<file path="src/rtl/waveform_generator.sv">
// Phase-accumulator oscillator: saw / triangle / square / pulse in offset binary.
// Optional amplitude scaling stage enabled by defining WAVE_AMP_SCALE_EN (adds one cycle of latency).
module waveform_generator #(
    parameter int DATA_WIDTH = 16,
    parameter int ACC_WIDTH  = 24
) (
    input  logic                  clk,
    input  logic                  rst_n,
    input  logic                  sample_en,
    input  logic [ACC_WIDTH-1:0]  fcw,
    input  logic                  fcw_load,
    input  logic                  phase_sync,
    input  logic [1:0]            mode,
    input  logic [7:0]            duty,
`ifdef WAVE_AMP_SCALE_EN
    input  logic [DATA_WIDTH-1:0] amp,
`endif
    output logic [DATA_WIDTH-1:0] wave_out,
    output logic                  wave_valid,
    output logic                  wrap
);

    function automatic logic [DATA_WIDTH-1:0] shape(input logic [ACC_WIDTH-1:0] a,
                                                    input logic [1:0]           m,
                                                    input logic [7:0]           d);
        logic [DATA_WIDTH-1:0] t;
        t = a[ACC_WIDTH-2 -: DATA_WIDTH];
        shape = '0;
        case (m)
            2'd0:    shape = a[ACC_WIDTH-1 -: DATA_WIDTH];
            2'd1:    shape = a[ACC_WIDTH-1] ? ~t : t;
            2'd2:    shape = a[ACC_WIDTH-1] ? '0 : '1;
            default: shape = (a[ACC_WIDTH-1 -: 8] < d) ? '1 : '0;
        endcase
    endfunction

    logic [ACC_WIDTH-1:0] acc_q, acc_d;
    logic [ACC_WIDTH-1:0] fcw_active_q, fcw_active_d;
    logic [ACC_WIDTH-1:0] fcw_pending_q, fcw_pending_d;
    logic                 pending_flag_q, pending_flag_d;
    logic [ACC_WIDTH:0]   sum;
    logic                 carry;
    logic                 apply;

    logic [DATA_WIDTH-1:0] wave_p1_q;
    logic                  vld_p1_q;
    logic                  wrap_p1_q;

    assign sum   = {1'b0, acc_q} + {1'b0, fcw_active_q};
    assign carry = sample_en & sum[ACC_WIDTH];
    // A zero increment can never wrap, so a pending word is taken at once.
    assign apply = pending_flag_q & (carry | phase_sync | (fcw_active_q == '0));

    always_comb begin
        acc_d          = acc_q;
        fcw_active_d   = fcw_active_q;
        fcw_pending_d  = fcw_pending_q;
        pending_flag_d = pending_flag_q;
        if (fcw_load && phase_sync) begin
            fcw_active_d   = fcw;
            pending_flag_d = 1'b0;
        end else begin
            if (apply) begin
                fcw_active_d   = fcw_pending_q;
                pending_flag_d = 1'b0;
            end
            if (fcw_load) begin
                fcw_pending_d  = fcw;
                pending_flag_d = 1'b1;
            end
        end
        if (phase_sync)
            acc_d = '0;
        else if (sample_en)
            acc_d = sum[ACC_WIDTH-1:0];
    end

    // stage 1: sample the waveform from the pre-increment phase
    always_ff @(posedge clk) begin
        if (!rst_n) begin
            acc_q          <= '0;
            fcw_active_q   <= '0;
            fcw_pending_q  <= '0;
            pending_flag_q <= 1'b0;
            wave_p1_q      <= '0;
            vld_p1_q       <= 1'b0;
            wrap_p1_q      <= 1'b0;
        end else begin
            acc_q          <= acc_d;
            fcw_active_q   <= fcw_active_d;
            fcw_pending_q  <= fcw_pending_d;
            pending_flag_q <= pending_flag_d;
            vld_p1_q       <= sample_en;
            wrap_p1_q      <= carry & ~phase_sync;
            if (sample_en)
                wave_p1_q <= shape(acc_q, mode, duty);
        end
    end

`ifdef WAVE_AMP_SCALE_EN
    function automatic logic [DATA_WIDTH-1:0] scale(input logic [DATA_WIDTH-1:0] f,
                                                    input logic [DATA_WIDTH-1:0] a);
        logic [2*DATA_WIDTH-1:0] p;
        p = {{DATA_WIDTH{1'b0}}, f} * {{DATA_WIDTH{1'b0}}, a};
        return p[2*DATA_WIDTH-1 -: DATA_WIDTH];
    endfunction

    logic [DATA_WIDTH-1:0] wave_p2_q;
    logic                  vld_p2_q;
    logic                  wrap_p2_q;

    // stage 2: amplitude scaling, truncating toward zero
    always_ff @(posedge clk) begin
        if (!rst_n) begin
            wave_p2_q <= '0;
            vld_p2_q  <= 1'b0;
            wrap_p2_q <= 1'b0;
        end else begin
            vld_p2_q  <= vld_p1_q;
            wrap_p2_q <= wrap_p1_q;
            if (vld_p1_q)
                wave_p2_q <= scale(wave_p1_q, amp);
        end
    end

    assign wave_out   = wave_p2_q;
    assign wave_valid = vld_p2_q;
    assign wrap       = wrap_p2_q;
`else
    assign wave_out   = wave_p1_q;
    assign wave_valid = vld_p1_q;
    assign wrap       = wrap_p1_q;
`endif

endmodule

</file>
<file path="config.mk">
export PLATFORM = sky130hd
export DESIGN_NAME = waveform_generator
export DESIGN_NICKNAME = d
export VERILOG_FILES = /design/src/rtl/waveform_generator.sv
export SDC_FILE = /design/constraint.sdc
export NUM_CORES = 1
export LEC_CHECK = 0
export CAP_MARGIN = 25
export CELL_PAD_IN_SITES_DETAIL_PLACEMENT = 1
export CELL_PAD_IN_SITES_GLOBAL_PLACEMENT = 2
export CORE_MARGIN = 2
export CORE_UTILIZATION = 34
export DETAILED_ROUTE_END_ITERATION = 7
export HOLD_SLACK_MARGIN = 0.15
export PLACE_DENSITY_LB_ADDON = 0.1
export REMOVE_ABC_BUFFERS = 1
export SYNTH_ARGS = -nofsm -noshare
export SYNTH_HDL_FRONTEND = slang
export SYNTH_SLANG_ARGS = --single-unit
</file>
<file path="constraint.sdc">
create_clock -name clk -period 3.3 [get_ports clk]
set_clock_uncertainty 0.15 [all_clocks]
set_input_delay 0.66 -clock clk [delete_from_list [all_inputs] [get_ports clk]]
set_output_delay 0.66 -clock clk [all_outputs]
set_load 0.005 [all_outputs]
</file>
Yosys cells after proc, flatten, opt, wreduce, memory -nomap -nowiden
Cells that the tools add are included.
- register bits after elaboration: 91
- logic and storage cells: 36
- add/subtract/negate cells: 1
- magnitude comparators: 1
- equality and inequality tests: 2
- muxes and demuxes: 8
- bitwise operators: 9
- reduce and logical (&&, ||, !) cells: 8
- operators with widths (cell ; number):
    two-way mux 16 bit ; 3
    two-way mux 24 bit ; 2
    case mux 16 bit (3 select lines) ; 1
    adder 24 x 24 -> 25 bit ; 1
    zero test 24 bit ; 1
    NOT 16 bit ; 1
    less-than comparator 8 bit ; 1
    nonzero test 2 bit ; 2
    OR reduction 2 bit ; 2
    AND 1 bit ; 3
    NOT 1 bit ; 3
    == test 2 x 1 -> 1 bit (second input constant) ; 1
    == test 2 bit (second input constant) ; 1
    zero test 2 bit ; 1
    two-way mux 1 bit ; 2
    bitwise OR 1 bit ; 2
    AND reduction 2 bit ; 1
    logical AND 1 bit ; 1

Logic depth before layout (Yosys ltp)
Gate-level depths: netlist (run 1).
- depth after elaboration: 7
- gate-level depth with buffers: 10
- depth with buffers taken out: 9

Worst setup path before layout (run 1)
Ideal clock, no wire load.
- kind: flip-flop to flip-flop
- start: reg fcw_active_q[0]
- end: reg acc_q[22]
- setup time: 78 ps
- arrival time: 2244 ps
- required time: 3072 ps
- slack: 828 ps
- stages on the path, launching flop included: 10
- cell sequence: dfxtp_1 -> ha_1 -> fa_1 -> a21oi_1 -> nand4b_4 -> a21oi_1 -> o311a_1 -> o31a_1 -> and3_1 -> nor3_1
- word-level cells in the longest chain between the ends: 1
- ends and longest elaborated chain (element ; RTL line ; RTL):
    start, declared ; 38 ; logic [ACC_WIDTH-1:0] fcw_active_q, fcw_active_d;
    start signal, assigned ; 90 ; fcw_active_q <= fcw_active_d;
    adder 24 x 24 -> 25 bit ; 49 ; assign sum = {1'b0, acc_q} + {1'b0, fcw_active_q};
    end signal, assigned ; 81 ; acc_q <= '0;
    end signal, assigned ; 89 ; acc_q <= acc_d;
    end, declared ; 37 ; logic [ACC_WIDTH-1:0] acc_q, acc_d;
No other way between the ends.
A chain may end at the register's enable or synchronous reset.

Final worst setup path (run 1)
- start: reg fcw_active_q[0]
- end: reg fcw_active_q[7]
- word-level cells in the longest chain between the ends: 6
- elaborated cells between the ends (all ways): 7
- ends and longest elaborated chain (element ; RTL line ; RTL):
    adder 24 x 24 -> 25 bit ; 49 ;
    AND 1 bit ; 50 ; assign carry = sample_en & sum[ACC_WIDTH];
    bitwise OR 1 bit ; 52 ; assign apply = pending_flag_q & (carry | phase_sync | (fcw_active_q == '0));
    bitwise OR 1 bit (*) ; 52 ;
    AND 1 bit (*) ; 52 ;
    nonzero test 2 bit (no source line) (*) ; - ;
Mark *: on every way between the ends. The rest lies on a longest branch, timed or not.

==> impl_metrics.toml, run 1 <==
[run_status]
outcome = "complete, no violations"

[worst_setup_path]
critPathMostFrequentCell = "a211o_1"
cp_slowest_cell = "dfxtp_1"
path_delay_family = "compound AO/OA/AOI/OAI gates"
path_class = "reg2reg"
cp-endpoint = "fcw_active_q[7]"
crit_start = "fcw_active_q[0]"
cp.required_ns = 3.43
arrival_ns = 3.18
reg2regPathDepth = 10
cp-start-kind = "register"
critical_path_buf_inv_count = 1
path_max_fanout = 25
reg2reg_to = "fcw_active_q[7]"
slowest_delay_ns = 0.48
reg2reg_setup_slack_ns = 0.24
end_kind = "register"
cp_cell_sequence = "ha_1, fa_1, a21oi_1, nand4b_4, a211o_1, a211o_1, a21oi_4, buf_4, o2111ai_1, a31oi_1"
reg2reg_from = "fcw_active_q[0]"
cp_num_cells = 10

[routing]
drt_iter0_drc = 303
vias = 6009
firstDrtPassIters = 4
drc = 0
wire_per_inst_um = 19.3
finalWirelength_um = 20100
ant_nets = 0
via_per_inst = 5.77

[clock_network]
cts-hold-fix-buffers = 0
clock_latency_ns = 0.35
cts_tree = "yes"
post-cts-setup-buffers = 0
cts_max_level = 3
ctsLongestPathBuffers = 2
clk_pin_slew_ns = 0.07
cts_sinks = 91
cts_buffers = 9
cts_root_buf = "clkbuf_16"
cts_resized = 0

[cells_and_area]
layout_common_cells = "a21oi_1 (142), dfxtp_1 (91), nand2_1 (81), clkdlybuf4s50_1 (55), nor2_1 (47)"
seqCellArea_um2 = 1820
final_common_cell = "a21oi_1"
layout-drive-gt1-share_pct = 6.50
multi_input_area_um2 = 3860
synthToLayoutAreaGrowth_pct = 17.0
stdcell_area_um2 = 7040
antenna_cells = 0
nets = 882
fill_cells = 2119
final_cells = 1041

[placement]
place_congestion = 0.874
port_buffers = 56
dpl_cell_area_um2 = 6770
dpl.cell_count = 1025
place_hpwl_um = 14500

[yosys]
syn_inst = 784
synth_xor_area_share_pct = 2.04
syn_area_per_cell_um2 = 7.68
synth_top_family_by_area = "compound AO/OA/AOI/OAI gates"
yosysWarnings = 0
synthMuxAreaShare_pct = 1.33
synth_flop_cell = "dfxtp_1"
yosysSeqAreaShare_pct = 30.3
synth_fa_ha_area_share_pct = 6.78
synth-simple-area-share_pct = 20.2
ys_ff_latch = 91
synth_edf_count = 0
synth-compound-area-share_pct = 33.8
synthDistinctLibCells = 60
postSynth.asyncResetShare_pct = 0
synth_area_um2 = 6020

[power]
seqPwrFrac_pct = 43.1
swShare_pct = 33.3
comb_power_share_pct = 23.9
power.leakage_nw = 2.81
p_per_area_nw_per_um2 = 432
total_power_mw = 3.04
p_int_mw = 2.03
switching_power_mw = 1.01
ir_worst_vdd_v = 0.000237
p_clk_share_pct = 32.9

[global_routing]
grt_max_degree = 43
grt_pass1_wl_um = 32600
grt.total_usage_pct = 22.1
antenna_found_initial = 0
overflow = 0
grt_pass1_vias = 6129

[timing]
finalCriticalPeriod_ns = 3.06
relSlewSlack_pct = 54.1
rsz0062_at_grt = "false"
finalSetupTns_ns = 0
hold_viol = 0
setup_viol = 0
drv_slew = 0
tightest_slew_ns = 0.686
finalCritPeriodShare_pct = 92.6
fmax_ghz = 0.327
holdWs_ns = 0.317

[die]
dieHeight_um = 137
io_pins = 57
initial_core_util_pct = 34.8
die_x_um = 137
core_area_um2 = 17300
dieArea_um2 = 18800
rows = 48

[min_path]
hold_start = "fcw_pending_q[4]"
min_path_type = "reg2reg"

[flow_run]
maxCapViolations = 0
[routing by layer]
layer  wire, um  up-vias  track usage [%]
li1           -     2973                -
met1       9400     2925             28.5
met2       9880       94             38.7
met3        561       17             3.33
met4        214        0             5.33
met5          0        -                0
[worst register-to-register path, stage by stage, from the launching register on]
cell       delay (ns)
dfxtp_1          0.48
ha_1             0.26
fa_1             0.24
a21oi_1          0.11
nand4b_4         0.20
a211o_1          0.37
a211o_1          0.38
a21oi_4          0.17
buf_4            0.32
o2111ai_1        0.15
a31oi_1          0.17
[Yosys cell counts, drive strengths merged (9+ instances only)]
library cell,n,area (um2)
nor3,10,50.1
o21ai,60,300
ha,31,388
clkbuf,55,206
and3,30,189
a21o,15,114
o211ai,27,203
nor3b,24,180
inv,12,45.0
dfxtp,91,1820
a21oi,145,744
nor2,47,176
o22a,15,131
nand4,9,56.3
a32o,24,240
nand2,81,304
buf,9,73.8
xnor2,10,87.6
[state kept, by name (all words and copies together) (netlist names)]
register / count
pending_flag_q: 1
acc_q: 24
wave_valid: 1
fcw_pending_q: 24
wave_out: 16
wrap: 1
fcw_active_q: 24
[cell families after synthesis]
family / after synthesis
compound gates: 323
xor+xnor: 14
fa+ha+maj: 32
buf+inv: 78
flops: 91
mux: 8
simple gates: 238
[power by group through the flow]
stage	sequential, mW	combinational, mW	clock, mW
3_3_place_gp	1.33	0.702	0
4_1_cts	1.31	0.732	1.04
2_1_floorplan	1.29	0.458	0
3_5_place_dp	1.34	0.727	0
5_1_grt	1.33	0.813	1.09
6_report	1.31	0.728	1.00
[worst min-delay path by stage]
stage	to	depth (start not counted)
final	fcw_pending_q[4]	2
after floorplan	fcw_pending_q[0]	2
after detailed placement	fcw_pending_q[4]	2
after global routing	fcw_pending_q[14]	2
after CTS	fcw_pending_q[4]	2
after global placement	fcw_pending_q[12]	2
[metrics by stage]
stage,setup WS [ns],util (%)
2_1_floorplan,0.653,-
3_3_place_gp,0.323,39.1
3_5_place_dp,0.230,39.1
4_1_cts,0.196,40.7
5_1_grt,0.0538,40.7
6_report,0.244,40.7
[layout make-up]
cell class	count	area share [%]
clock inverter	7	0.711
clock buffer	9	3.20
tap	225	4.00
multi-input combinational	615	54.9
inverter	14	0.746
timing repair buffer	80	10.6
sequential	91	25.9
(Power assumes the default switching activity.)
==> run 2, diff against run 1 <==
--- a/config.mk
+++ b/config.mk
@@ -17,3 +17,4 @@
 export SYNTH_ARGS = -nofsm -noshare
 export SYNTH_HDL_FRONTEND = slang
 export SYNTH_SLANG_ARGS = --single-unit
+export TNS_END_PERCENT = 100
==> results of run 2 <==
Final layout, timing and power as in run 1 (identical DEF).
==> run 3, diff against run 2 <==
--- a/config.mk
+++ b/config.mk
@@ -12,6 +12,7 @@
 export CORE_UTILIZATION = 34
 export DETAILED_ROUTE_END_ITERATION = 7
 export HOLD_SLACK_MARGIN = 0.15
+export MAX_ROUTING_LAYER = met4
 export PLACE_DENSITY_LB_ADDON = 0.1
 export REMOVE_ABC_BUFFERS = 1
 export SYNTH_ARGS = -nofsm -noshare
==> impl_metrics.toml, run 3 (synthesized netlist as in run 1, its figures left out) <==
[run_status]
outcome = "complete, no violations"

[timing]
relSlewSlack_pct = 54.8
finalCriticalPeriod_ns = 2.96
rsz0062_at_grt = "false"
setup_viol = 0
finalSetupTns_ns = 0
tightest_slew_ns = 0.672
fmax_ghz = 0.338
finalCritPeriodShare_pct = 89.7
worst_slack_ns = 0.341
drv_slew = 0
hold_viol = 0

[die]
initial_core_util_pct = 34.8
core_area_um2 = 17300
io_pins = 57
dieHeight_um = 137
die_x_um = 137
dieArea_um2 = 18800
rows = 48

[worst_setup_path]
reg2regPathDepth = 10
path_max_fanout = 25
critical_path_buf_inv_count = 1
cp_cell_sequence = "ha_1, fa_1, a21oi_1, nand4b_4, a211o_1, a211o_1, a21oi_4, buf_4, o21a_1, o21ai_0"
path_delay_family = "compound AO/OA/AOI/OAI gates"
critPathMostFrequentCell = "a211o_1"
reg2reg_to = "pending_flag_q"
cp_slowest_cell = "dfxtp_1"
cp.required_ns = 3.38
cp-start-kind = "register"
reg2reg_from = "fcw_active_q[0]"
arrival_ns = 3.04
path_class = "reg2reg"
reg2reg_setup_slack_ns = 0.34
slowest_delay_ns = 0.42
end_kind = "register"

[routing]
finalWirelength_um = 20300
via_per_inst = 5.81
wire_per_inst_um = 19.5
drt_iter0_drc = 251
vias = 6049
ant_nets = 0
firstDrtPassIters = 4
drc = 0

[flow_run]
maxCapViolations = 0

[cells_and_area]
fill_cells = 2104
largest_registers = "acc_q x24, fcw_active_q x24, fcw_pending_q x24"
nets = 883
antenna_cells = 0
layout_common_cells = "a21oi_1 (142), dfxtp_1 (91), nand2_1 (81), clkdlybuf4s50_1 (55), nor2_1 (47)"
layout-drive-gt1-share_pct = 6.61
synthToLayoutAreaGrowth_pct = 17.9
final_common_cell = "a21oi_1"

[min_path]
hold_start = "fcw_pending_q[4]"
hold_depth = 2
min_path_type = "reg2reg"
whs_endpoint = "fcw_pending_q[4]"

[global_routing]
grt_pass1_wl_um = 33000
grt_max_degree = 70
antenna_found_initial = 0
overflow = 0
grt_pass1_vias = 6229
grt.total_usage_pct = 22.9

[power]
ir_worst_vdd_v = 0.000305
p_int_mw = 2.13
switching_power_mw = 1.02
p_per_area_nw_per_um2 = 444
swShare_pct = 32.3
seqPwrFrac_pct = 41.6
power.leakage_nw = 2.83
total_power_mw = 3.15
p_clk_share_pct = 35.4
comb_power_share_pct = 23.1

[clock_network]
cts_buffers = 9
cts_max_level = 3
clock_latency_ns = 0.35
cts_tree = "yes"
ctsLongestPathBuffers = 2
clk_pin_slew_ns = 0.07
cts_sinks = 91
post-cts-setup-buffers = 0
cts_root_buf = "clkbuf_16"
cts-hold-fix-buffers = 0
cts_resized = 0

[placement]
place_hpwl_um = 14400
dp_slack_ns = 0.330
place_congestion = 0.880
port_buffers = 56
[run 3: how the worst max path moves through the flow]
stage                        to  slack (ns)  depth (start not counted)             from
6_report         pending_flag_q        0.34                         10  fcw_active_q[0]
5_1_grt        fcw_active_q[15]        0.19                         10  fcw_active_q[0]
2_1_floorplan         acc_q[15]        0.65                          5            rst_n
3_5_place_dp     pending_flag_q        0.33                         10  fcw_active_q[0]
4_1_cts          pending_flag_q        0.32                         10  fcw_active_q[0]
3_3_place_gp     pending_flag_q        0.38                         10  fcw_active_q[0]
[run 3: worst min-delay path, stage by stage (launching register included)]
cell and delay [ns]:
dfxtp_1 0.33, nand2_1 0.06, a21oi_1 0.05
[run 3: power by group through the flow]
| stage | Clock (mW) | Combinational [mW] | Sequential, mW |
|---|---|---|---|
| after floorplan | 0 | 0.458 | 1.29 |
| after global placement | 0 | 0.705 | 1.33 |
| after detailed placement | 0 | 0.726 | 1.34 |
| after CTS | 1.14 | 0.730 | 1.31 |
| after global routing | 1.18 | 0.813 | 1.33 |
| final | 1.12 | 0.727 | 1.31 |
[run 3: through the flow]
stage	std cells	utilization, %	instance area [um2]	hold slack (ns)
final	1042	41.0	7100	0.325
after global placement	1026	39.2	6790	0.302
after CTS	1042	41.0	7100	0.326
after global routing	1042	41.0	7100	0.343
after floorplan	720	-	5740	0.295
after detailed placement	1026	39.2	6790	0.316
[run 3: layout make-up]
cell class	instances	area, um2	area share [%]
inverters	14	52.6	0.740
multi-input cells	615	3860	54.4
repair buffers	81	768	10.8
flip-flops and latches	91	1820	25.7
well taps	225	282	3.97
clock buffers	10	239	3.37
clock inverters	6	71.3	1.00
[run 3: layer usage]
layer | share of wire, % | wire (um) | track usage [%] | vias to the layer above
met3 | 2.1 | 418 | 2.22 | 17
met2 | 49 | 9960 | 38.8 | 80
li1 | - | - | - | 2975
met1 | 47 | 9600 | 29.1 | 2977
met4 | 1.5 | 306 | 6.47 | 0
met5 | 0 | 0 | - | -
